File: config.mk
export PLATFORM = sky130hd
export DESIGN_NAME = mips_mc_controller
export DESIGN_NICKNAME = d
export VERILOG_FILES = /design/src/rtl/mips_mc_controller_pkg.sv /design/src/rtl/mips_mc_controller_alu_decoder.sv /design/src/rtl/mips_mc_controller.sv
export SDC_FILE = /design/constraint.sdc
export NUM_CORES = 1
export LEC_CHECK = 0
export CORE_MARGIN = 5
export CORE_UTILIZATION = 40
export DETAILED_ROUTE_END_ITERATION = 10
export PLACE_DENSITY_LB_ADDON = 0.3
export SLEW_MARGIN = 20
export SYNTH_ARGS = -nofsm -noshare
export SYNTH_HDL_FRONTEND = slang
export SYNTH_HIERARCHICAL = 1
export SYNTH_SLANG_ARGS = --single-unit
File: constraint.sdc
create_clock -name iClk -period 4 [get_ports iClk]
set_input_delay 0.4 -clock iClk [delete_from_list [all_inputs] [get_ports iClk]]
set_output_delay 0.4 -clock iClk [all_outputs]
set_load 0.01 [all_outputs]
File: src/rtl/mips_mc_controller_pkg.sv
// Shared encodings for the multi-cycle MIPS controller: FSM states,
// opcode/funct field values, the ALUOp class passed to the ALU decoder
// and the ALU control codes driven onto the datapath.
package mips_mc_controller_pkg;

    typedef enum logic [3:0] {
        S_FETCH,
        S_DECODE,
        S_MEMADR,
        S_MEMRD,
        S_MEMWB,
        S_MEMWR,
        S_RTYPEEX,
        S_ALUWB,
        S_BRANCH,
        S_ADDIEX,
        S_JUMP
    } state_t;

    // IR[31:26]
    localparam logic [5:0] OP_RTYPE = 6'b000000;
    localparam logic [5:0] OP_LW    = 6'b100011;
    localparam logic [5:0] OP_SW    = 6'b101011;
    localparam logic [5:0] OP_BEQ   = 6'b000100;
    localparam logic [5:0] OP_ADDI  = 6'b001000;
    localparam logic [5:0] OP_J     = 6'b000010;

    // IR[5:0] for R-type
    localparam logic [5:0] FN_ADD = 6'b100000;
    localparam logic [5:0] FN_SUB = 6'b100010;
    localparam logic [5:0] FN_AND = 6'b100100;
    localparam logic [5:0] FN_OR  = 6'b100101;
    localparam logic [5:0] FN_SLT = 6'b101010;

    typedef enum logic [1:0] {
        ALUOP_ADD   = 2'b00,
        ALUOP_SUB   = 2'b01,
        ALUOP_FUNCT = 2'b10
    } aluop_t;

    localparam logic [2:0] ALU_AND  = 3'b000;
    localparam logic [2:0] ALU_OR   = 3'b001;
    localparam logic [2:0] ALU_ADD  = 3'b010;
    localparam logic [2:0] ALU_ANDN = 3'b100;
    localparam logic [2:0] ALU_ORN  = 3'b101;
    localparam logic [2:0] ALU_SUB  = 3'b110;
    localparam logic [2:0] ALU_SLT  = 3'b111;

endpackage

File: src/rtl/mips_mc_controller_alu_decoder.sv
// Combinational ALU decoder.
//   aluop      in  2  operation class chosen by the main FSM
//   funct      in  6  R-type function field
//   alucontrol out 3  ALU function code
//   funct_ok   out 1  funct is one of the supported R-type functions
// An unsupported funct falls back to add so the datapath stays benign.
module alu_decoder
    import mips_mc_controller_pkg::*;
(
    input  aluop_t      aluop,
    input  logic [5:0]  funct,
    output logic [2:0]  alucontrol,
    output logic        funct_ok
);

    logic [2:0] funct_code;

    always_comb begin
        funct_ok   = 1'b1;
        funct_code = ALU_ADD;
        case (funct)
            FN_ADD:  funct_code = ALU_ADD;
            FN_SUB:  funct_code = ALU_SUB;
            FN_AND:  funct_code = ALU_AND;
            FN_OR:   funct_code = ALU_OR;
            FN_SLT:  funct_code = ALU_SLT;
            default: funct_ok   = 1'b0;
        endcase
    end

    always_comb begin
        alucontrol = ALU_ADD;
        case (aluop)
            ALUOP_SUB:   alucontrol = ALU_SUB;
            ALUOP_FUNCT: alucontrol = funct_code;
            default:     alucontrol = ALU_ADD;
        endcase
    end

endmodule

File: src/rtl/mips_mc_controller.sv
// Multi-cycle MIPS control unit (Moore FSM, lw/sw/R-type/beq/addi/j).
//   iClk, iRstN          clock, asynchronous active-low reset
//   iOp, iFunct          instruction fields from the IR
//   iZero                ALU zero flag, only used in BRANCH
//   iMemReady            memory access completes in a cycle where it is 1
//   oPCEn .. oALUControl datapath controls
//   oIllegal             one-cycle pulse in DECODE for unsupported op/funct
// Outputs are decoded from the state register and the held IR fields;
// the only input qualifications are iMemReady in FETCH and iZero in BRANCH.
module mips_mc_controller
    import mips_mc_controller_pkg::*;
(
    input  logic        iClk,
    input  logic        iRstN,
    input  logic [5:0]  iOp,
    input  logic [5:0]  iFunct,
    input  logic        iZero,
    input  logic        iMemReady,
    output logic        oPCEn,
    output logic        oIorD,
    output logic        oMemWrite,
    output logic        oIRWrite,
    output logic        oRegDst,
    output logic        oMemtoReg,
    output logic        oRegWrite,
    output logic        oALUSrcA,
    output logic [1:0]  oALUSrcB,
    output logic [1:0]  oPCSrc,
    output logic [2:0]  oALUControl,
    output logic        oIllegal
);

    state_t state, state_nx;
    aluop_t aluop;
    logic   funct_ok;
    logic   op_ok;
    logic   pcen, memwrite, irwrite, regwrite, illegal;

    alu_decoder u_alu_decoder (
        .aluop      (aluop),
        .funct      (iFunct),
        .alucontrol (oALUControl),
        .funct_ok   (funct_ok)
    );

    always_ff @(posedge iClk or negedge iRstN) begin
        if (!iRstN) state <= S_FETCH;
        else        state <= state_nx;
    end

    assign op_ok = iOp inside {OP_RTYPE, OP_LW, OP_SW, OP_BEQ, OP_ADDI, OP_J};

    always_comb begin
        state_nx  = state;
        pcen      = 1'b0;
        oIorD     = 1'b0;
        memwrite  = 1'b0;
        irwrite   = 1'b0;
        oRegDst   = 1'b0;
        oMemtoReg = 1'b0;
        regwrite  = 1'b0;
        oALUSrcA  = 1'b0;
        oALUSrcB  = 2'b00;
        oPCSrc    = 2'b00;
        aluop     = ALUOP_ADD;
        illegal   = 1'b0;
        case (state)
            S_FETCH: begin
                oALUSrcB = 2'b01;
                pcen     = iMemReady;
                irwrite  = iMemReady;
                if (iMemReady) state_nx = S_DECODE;
            end
            S_DECODE: begin
                oALUSrcB = 2'b11;
                illegal  = !op_ok || (iOp == OP_RTYPE && !funct_ok);
                case (iOp)
                    OP_LW, OP_SW: state_nx = S_MEMADR;
                    OP_RTYPE:     state_nx = S_RTYPEEX;
                    OP_BEQ:       state_nx = S_BRANCH;
                    OP_ADDI:      state_nx = S_ADDIEX;
                    OP_J:         state_nx = S_JUMP;
                    default:      state_nx = S_FETCH;
                endcase
            end
            S_MEMADR: begin
                oALUSrcA = 1'b1;
                oALUSrcB = 2'b10;
                if (iOp == OP_SW)      state_nx = S_MEMWR;
                else if (iOp == OP_LW) state_nx = S_MEMRD;
                else                   state_nx = S_FETCH;
            end
            S_MEMRD: begin
                oIorD = 1'b1;
                if (iMemReady) state_nx = S_MEMWB;
            end
            S_MEMWB: begin
                oMemtoReg = 1'b1;
                regwrite  = 1'b1;
                state_nx  = S_FETCH;
            end
            S_MEMWR: begin
                oIorD    = 1'b1;
                memwrite = 1'b1;
                if (iMemReady) state_nx = S_FETCH;
            end
            S_RTYPEEX: begin
                oALUSrcA = 1'b1;
                aluop    = ALUOP_FUNCT;
                state_nx = S_ALUWB;
            end
            S_ALUWB: begin
                // Shared by R-type (rd) and addi (rt); a bad funct suppresses the write.
                oRegDst  = (iOp == OP_RTYPE);
                regwrite = (iOp != OP_RTYPE) || funct_ok;
                state_nx = S_FETCH;
            end
            S_BRANCH: begin
                oALUSrcA = 1'b1;
                aluop    = ALUOP_SUB;
                oPCSrc   = 2'b01;
                pcen     = iZero;
                state_nx = S_FETCH;
            end
            S_ADDIEX: begin
                oALUSrcA = 1'b1;
                oALUSrcB = 2'b10;
                state_nx = S_ALUWB;
            end
            S_JUMP: begin
                oPCSrc   = 2'b10;
                pcen     = 1'b1;
                state_nx = S_FETCH;
            end
            default: state_nx = S_FETCH;
        endcase
    end

    // The state register already reads FETCH during reset, so only the
    // strobes need gating to kill writes the instant reset asserts.
    assign oPCEn     = pcen     & iRstN;
    assign oIRWrite  = irwrite  & iRstN;
    assign oRegWrite = regwrite & iRstN;
    assign oMemWrite = memwrite & iRstN;
    assign oIllegal  = illegal  & iRstN;

endmodule

==> flow_summary_export.csv, run 1 <==
group,metric,value,unit
outcome,outcome,"completed",
flow_run,max_cap_violations,0,
power,p_clk_frac,0.178,
power,p_seq_frac,0.247,
clock_tree,cts-root-buf,"clkbuf_4",
layout,top_regs,"state: 4 flops",
layout,drive_gt1_frac,0.0992,
detailed_routing,ant_nets,0,
clock_tree,cts_tree,"yes",
worst_setup_path,path_delay_family,"simple AND/OR/NAND/NOR gates",
worst_setup_path,cp_max_fo,12,
power,p_sw_frac,0.396,
detailed_routing,wire_per_inst,13.8,um
layout,regMostFlops,"state",
clock_tree,numClockSinks,4,
synth,netlist_area,672,um^2
layout,area_delta_synth_final,49.2,%
power,p_leak,0.374,nW
clock_tree,clockBufferDepth,2,
grt,grt_max_degree,15,
synth,synth_simple_gate_area_frac,0.460,
clock_tree,clk_pin_slew,0.04,ns
clock_tree,htreeDepth,1,
synth,synth-compound-area-share,0.238,
place,dp_slack,1.01,ns
clock_tree,clock_latency,0.23,ns
detailed_routing,wirelength,1890,um
floorplanning,start_util,0.436,
synth,ys.flop_type,"dfrtp_1",
synth,synth_edf_count,0,
layout,utilization,0.650,
worst_setup_path,crit_type,"reg -> out",
synth,synth_top_family_by_area,"simple AND/OR/NAND/NOR gates",
floorplanning,die_area,0.00260,mm^2
sta,fin_ws,0.958,ns
sta,tightest_slew,0.430,ns
worst_setup_path,r2r-end,"state[0]",
synth,yosysUniqueCellTypes,38,
grt,grt_pass1_vias,692,
power,ir_worst_vdd,166,uV
sta,relSlewSlack,0.713,
sta,finalCriticalPeriod,3.04,ns
grt,gr-usage-all-layers,0.148,
layout,mostFrequentLayoutCells,"clkdlybuf4s50_1, nor2_1, nor3_1",
detailed_routing,drt_iter0_markers,27,
sta,fmax,329,MHz
layout,largest_reg_flops,4,
clock_tree,cts-resized-gates,0,
synth,synth_mux_area_frac,0.0223,
layout,multi_input_area,527,um^2
sta,skew,0.000611,ns
grt,grt-ovfl-total,0,
floorplanning,fp.coreArea,0.00154,mm^2
power,p_sw,0.111,mW
worst_setup_path,path_cells,"or2_2 -> nor2_1 -> inv_1 -> ha_1 -> nand4bb_1 -> a21oi_1 -> clkdlybuf4s50_1",
worst_setup_path,critPathBufInv,2,
synth,synth-seq-cells,4,
power,p_int,0.169,mW
detailed_routing,via_per_inst,5.82,
sta,hold_viol_final,0,
sta,period_share,0.761,
detailed_routing,firstDrtPassIters,5,
layout,final_net_count,141,
synth,syn_nets,110,
worst_setup_path,cp.arrival,2.64,ns
power,p_per_area,279,mW/mm^2
clock_tree,numCtsBuffers,3,
detailed_routing,vias,798,
worst_setup_path,slowest_stage,"clkdlybuf4s50_1",
worst_setup_path,cpPeakStageDelay,0.55,ns
sta,setup_viol,0,
layout,diodes,0,
synth,synth-adder-area-share,0.0372,
worst_setup_path,worst_setup_path_end_kind,"primary output",
layout,seq_area,100,um^2
worst_setup_path,r2r_setup_slack,2.46,ns
synth,ys_async_sr_fraction,1.00,
floorplanning,num_rows,14,
synth,ys_seq_area_frac,0.149,
floorplanning,die_y,51.0,um
worst_hold_path,hold_path.class,"in -> async",
sta,fin_setup_tns,0,ns
worst_setup_path,crit_required,3.60,ns
synth,syn-mean-instance-area,7.30,um^2
sta,drv_slew,0,
floorplanning,die_width,51.0,um
worst_setup_path,r2r-start,"state[0]",
synth,syn_inst,92,
sta,rsz0062_at_grt,"false",
clock_tree,post_cts.repair.setup_buffers,0,
grt,antenna_found_initial,0,
detailed_routing,drc,0,
worst_setup_path,r2r_cells,3,
grt,grt_pass1_wl,3080,um
worst_setup_path,cp-start-kind,"flop",
power,power_frac_comb,0.575,
layout,layout_commonest_cell,"clkdlybuf4s50_1",
place,place.port_buffers,31,
layout,fillers,141,
synth,synth_xor_area_frac,0.0261,
floorplanning,io_pins,32,
clock_tree,postCtsHoldBufs,0,
synth,yosys_warnings,6,
place,dp_hpwl,1480,um
place,place_congestion,0.811,
[cell families (layout without fill, tap and decap cells)]
family / Yosys count / in the layout
AND/OR/NAND/NOR: 49 / 49
adder cells (fa/ha/maj): 2 / 2
AO/OA/AOI/OAI: 23 / 23
buffers and inverters: 11 / 40
XOR/XNOR: 2 / 2
flip-flops: 4 / 4
multiplexers: 1 / 1
[worst reg2reg max path: stages (launching register included)]
cell and delay, ns:
dfrtp_1 0.50, and4b_1 0.25, or3_1 0.36, a221o_1 0.30
[cell type report]
| type | count | share of cell area |
|---|---|---|
| timing repair buffer | 31 | 0.310 |
| tap | 16 | 0.0200 |
| inverter | 6 | 0.0225 |
| multi-input combinational | 77 | 0.526 |
| sequential | 4 | 0.0999 |
| clock buffer | 3 | 0.0225 |
[power groups by stage]
| stage | registers [mW] | logic (mW) | clock network (mW) |
|---|---|---|---|
| 5_1_grt | 0.0728 | 0.177 | 0.0566 |
| 4_1_cts | 0.0690 | 0.161 | 0.0513 |
| 6_report | 0.0691 | 0.161 | 0.0497 |
| 2_1_floorplan | 0.0516 | 0.108 | 0 |
| 3_5_place_dp | 0.0686 | 0.160 | 0 |
| 3_3_place_gp | 0.0692 | 0.158 | 0 |
[per-layer routing]
metal | vias up | GRT usage | share of wire
met5 | - | 0 | 0
met4 | 0 | 0.0511 | 0
met3 | 0 | 0.0291 | 0.081
met2 | 36 | 0.236 | 0.47
met1 | 357 | 0.199 | 0.45
li1 | 405 | - | -
[synth_stat cells, types with 2 or more instances]
library cell	count	area (um^2)
nor2_1	11	41.3
nor3_1	8	40.0
a21oi_1	7	35.0
inv_1	6	22.5
nand2_1	5	18.8
o21ai_0	5	25.0
clkbuf_1	4	15.0
dfrtp_1	4	100
nand2b_1	4	25.0
nand3_1	4	20.0
nand4bb_1	3	33.8
and3_1	2	12.5
ha_1	2	25.0
o211ai_1	2	15.0
xor2_1	2	17.5
[metrics by stage]
| stage | power, mW | hold slack, ns | std cells | instance area [um^2] |
|---|---|---|---|---|
| global route | 0.306 | 0.440 | 137 | 1000 |
| floorplan | 0.159 | 0.104 | 92 | 672 |
| global placement | 0.228 | 0.621 | 134 | 980 |
| CTS | 0.281 | 0.441 | 137 | 1000 |
| detailed placement | 0.228 | 0.606 | 134 | 980 |
| finish | 0.280 | 0.438 | 137 | 1000 |
[worst max-delay path by stage]
| stage | from | cells after the start | slack, ns | end |
|---|---|---|---|---|
| 2_1_floorplan | state[1] | 7 | 1.74 | oALUControl[0] |
| 5_1_grt | state[1] | 7 | 0.78 | oALUControl[0] |
| 3_3_place_gp | iOp[0] | 6 | 1.02 | oIllegal |
| 4_1_cts | state[1] | 7 | 0.95 | oALUControl[0] |
| 6_report | state[1] | 7 | 0.96 | oALUControl[0] |
| 3_5_place_dp | iOp[2] | 6 | 1.01 | oIllegal |
No activity file was read; power rests on OpenSTA's default activity.
==> run 2: changes to the inputs <==
- CORE_UTILIZATION: 40 -> 36
- clock period: 4 -> 2.5 ns (I/O delays scaled with it)
==> run 2 against run 1 <==
Effect of this change: combinational power grew 91%; sequential cell count is the same; first-iteration DRC count shrank 85%; worst setup slack lost 0.87 ns; clock skew grew 0.00099 ns; register-to-register slack lost 1.4 ns; design area grew 10%; via count grew 4.9%; largest cell class unchanged; global-route usage grew 1.4 points; critical path type is now in -> out; die area grew 8.9%.
==> flow_summary_export.csv, run 2 (same netlist as run 1, synthesis figures left out) <==
group,metric,value,unit
worst_setup_path,crit_required,2.25,ns
worst_setup_path,cpPeakStageDelay,0.54,ns
sta,skew,0.00160,ns
grt,grt-ovfl-total,0,
place,dp_hpwl,1610,um
clock_tree,numClockSinks,4,
clock_tree,cts-root-buf,"clkbuf_4",
power,p_leak,0.450,nW
clock_tree,clockBufferDepth,2,
floorplanning,die_width,53.2,um
floorplanning,start_util,0.385,
layout,largest_reg_flops,4,
layout,final_net_count,151,
floorplanning,io_pins,32,
grt,grt_pass1_wl,3530,um
layout,utilization,0.634,
worst_setup_path,cp-start-kind,"input port",
grt,antenna_found_initial,0,
sta,relSlewSlack,0.768,
layout,area_delta_synth_final,64.6,%
layout,regMostFlops,"state",
layout,diodes,0,
clock_tree,htreeDepth,1,
detailed_routing,drc,0,
power,p_per_area,425,mW/mm^2
worst_setup_path,worst_setup_path_end_kind,"primary output",
layout,top_regs,"state: 4 flops",
detailed_routing,wire_per_inst,12.9,um
sta,drv_slew,0,
detailed_routing,vias,837,
worst_setup_path,path_cells,"clkdlybuf4s50_1 -> or4_4 -> or3_4 -> o21bai_1 -> a21oi_1 -> dlygate4sd2_1",
grt,grt_max_degree,14,
grt,grt_pass1_vias,836,
floorplanning,die_y,53.2,um
sta,period_share,0.965,
worst_setup_path,crit_type,"in -> out",
clock_tree,numCtsBuffers,3,
power,ir_worst_vdd,295,uV
detailed_routing,ant_nets,0,
floorplanning,die_area,0.00283,mm^2
detailed_routing,drt_iter0_markers,4,
sta,tightest_slew,0.347,ns
worst_hold_path,hold_path.class,"in -> async",
layout,fillers,160,
place,place_congestion,0.858,
detailed_routing,wirelength,2020,um
clock_tree,postCtsHoldBufs,0,
grt,grt_util_met2,0.261,
sta,setup_viol,0,
grt,busiest_layer,"met2",
sta,finalCriticalPeriod,2.41,ns
grt,gr-usage-all-layers,0.162,
detailed_routing,via_per_inst,5.37,
floorplanning,fp.coreArea,0.00175,mm^2
detailed_routing,firstDrtPassIters,4,
flow_run,max_cap_violations,0,
floorplanning,num_rows,15,
worst_setup_path,slowest_stage,"or4_4",
clock_tree,cts_tree,"yes",
layout,mostFrequentLayoutCells,"clkdlybuf4s50_1, nor2_1, buf_4",
layout,layout_commonest_cell,"clkdlybuf4s50_1",
sta,fmax,415,MHz
grt,grtUsageMet3,0.0451,
clock_tree,clk_pin_slew,0.04,ns
layout,layout.cells.non_filler,156,
sta,hold_viol_final,0,
sta,rsz0062_at_grt,"false",
power,p_total,0.470,mW
place,place.port_buffers,31,
worst_setup_path,cp_max_fo,5,
grt,grt_use_met1,0.211,
outcome,outcome,"completed",
layout,drive_gt1_frac,0.191,
place,dp_cells,153,
clock_tree,clock_latency,0.23,ns
worst_setup_path,cp.arrival,2.16,ns
-- run 2: path summary, 6_finish.rpt --
kind | to | slack, ns | from | cells past startpoint
max | oRegWrite | 0.09 | iOp[0] | 6
max reg2reg | state[0] | 1.05 | state[0] | 4
max in group asynchronous | state[3] | 1.95 | iRstN | 1
min | state[2] | 0.29 | iRstN | 1
min in group iClk | state[3] | 0.63 | state[3] | 1
min reg2reg | state[3] | 0.63 | state[3] | 1
-- run 2: timing repair --
item / in CTS / in global routing
setup buffers: 0 / 0
setup endpoints to repair: 6 / 2
pin swaps: 0 / 1
resized for setup: 7 / 3
-- run 2: stage by stage --
stage               hold slack, ns  setup WS (ns)  setup TNS [ns]  instance area, um^2
global route                 0.298         0.0107               0                 1110
global placement             0.529         -0.139          -0.252                 1070
floorplan                  -0.0456          0.393               0                  672
finish                       0.293         0.0879               0                 1110
CTS                          0.285         0.0340               0                 1100
detailed placement           0.531         -0.155          -0.309                 1070
-- run 2: metal layers --
metal | vias up | part of all wire
met1 | 384 | 0.47
met2 | 27 | 0.48
li1 | 424 | -
met3 | 2 | 0.047
met4 | 0 | 0.0074
met5 | - | 0
-- run 2: critical path, delay by kind of cell --
kind	cells	cell delay [ns]
simple gates	2	0.96
buf+inv	2	0.70
compound gates	2	0.25
-- run 2: report_power, final --
group          switching, mW  total [mW]  internal [mW]
registers            0.00641      0.0835         0.0771
clock network         0.0253      0.0789         0.0536
logic                  0.150       0.307          0.157
-- run 2: layout make-up --
| type | count | area [um^2] | area share |
|---|---|---|---|
| multi-input combinational | 77 | 556 | 0.502 |
| sequential | 4 | 100 | 0.0905 |
| clock buffer | 3 | 22.5 | 0.0204 |
| tap | 25 | 31.3 | 0.0283 |
| inverter | 6 | 22.5 | 0.0204 |
| timing repair buffer | 41 | 374 | 0.338 |
==> run 3: changes to the inputs <==
- GPL_ROUTABILITY_DRIVEN: default -> 0
==> results of run 3 <==
No change in the layout: final DEF, timing and power equal those of run 2.
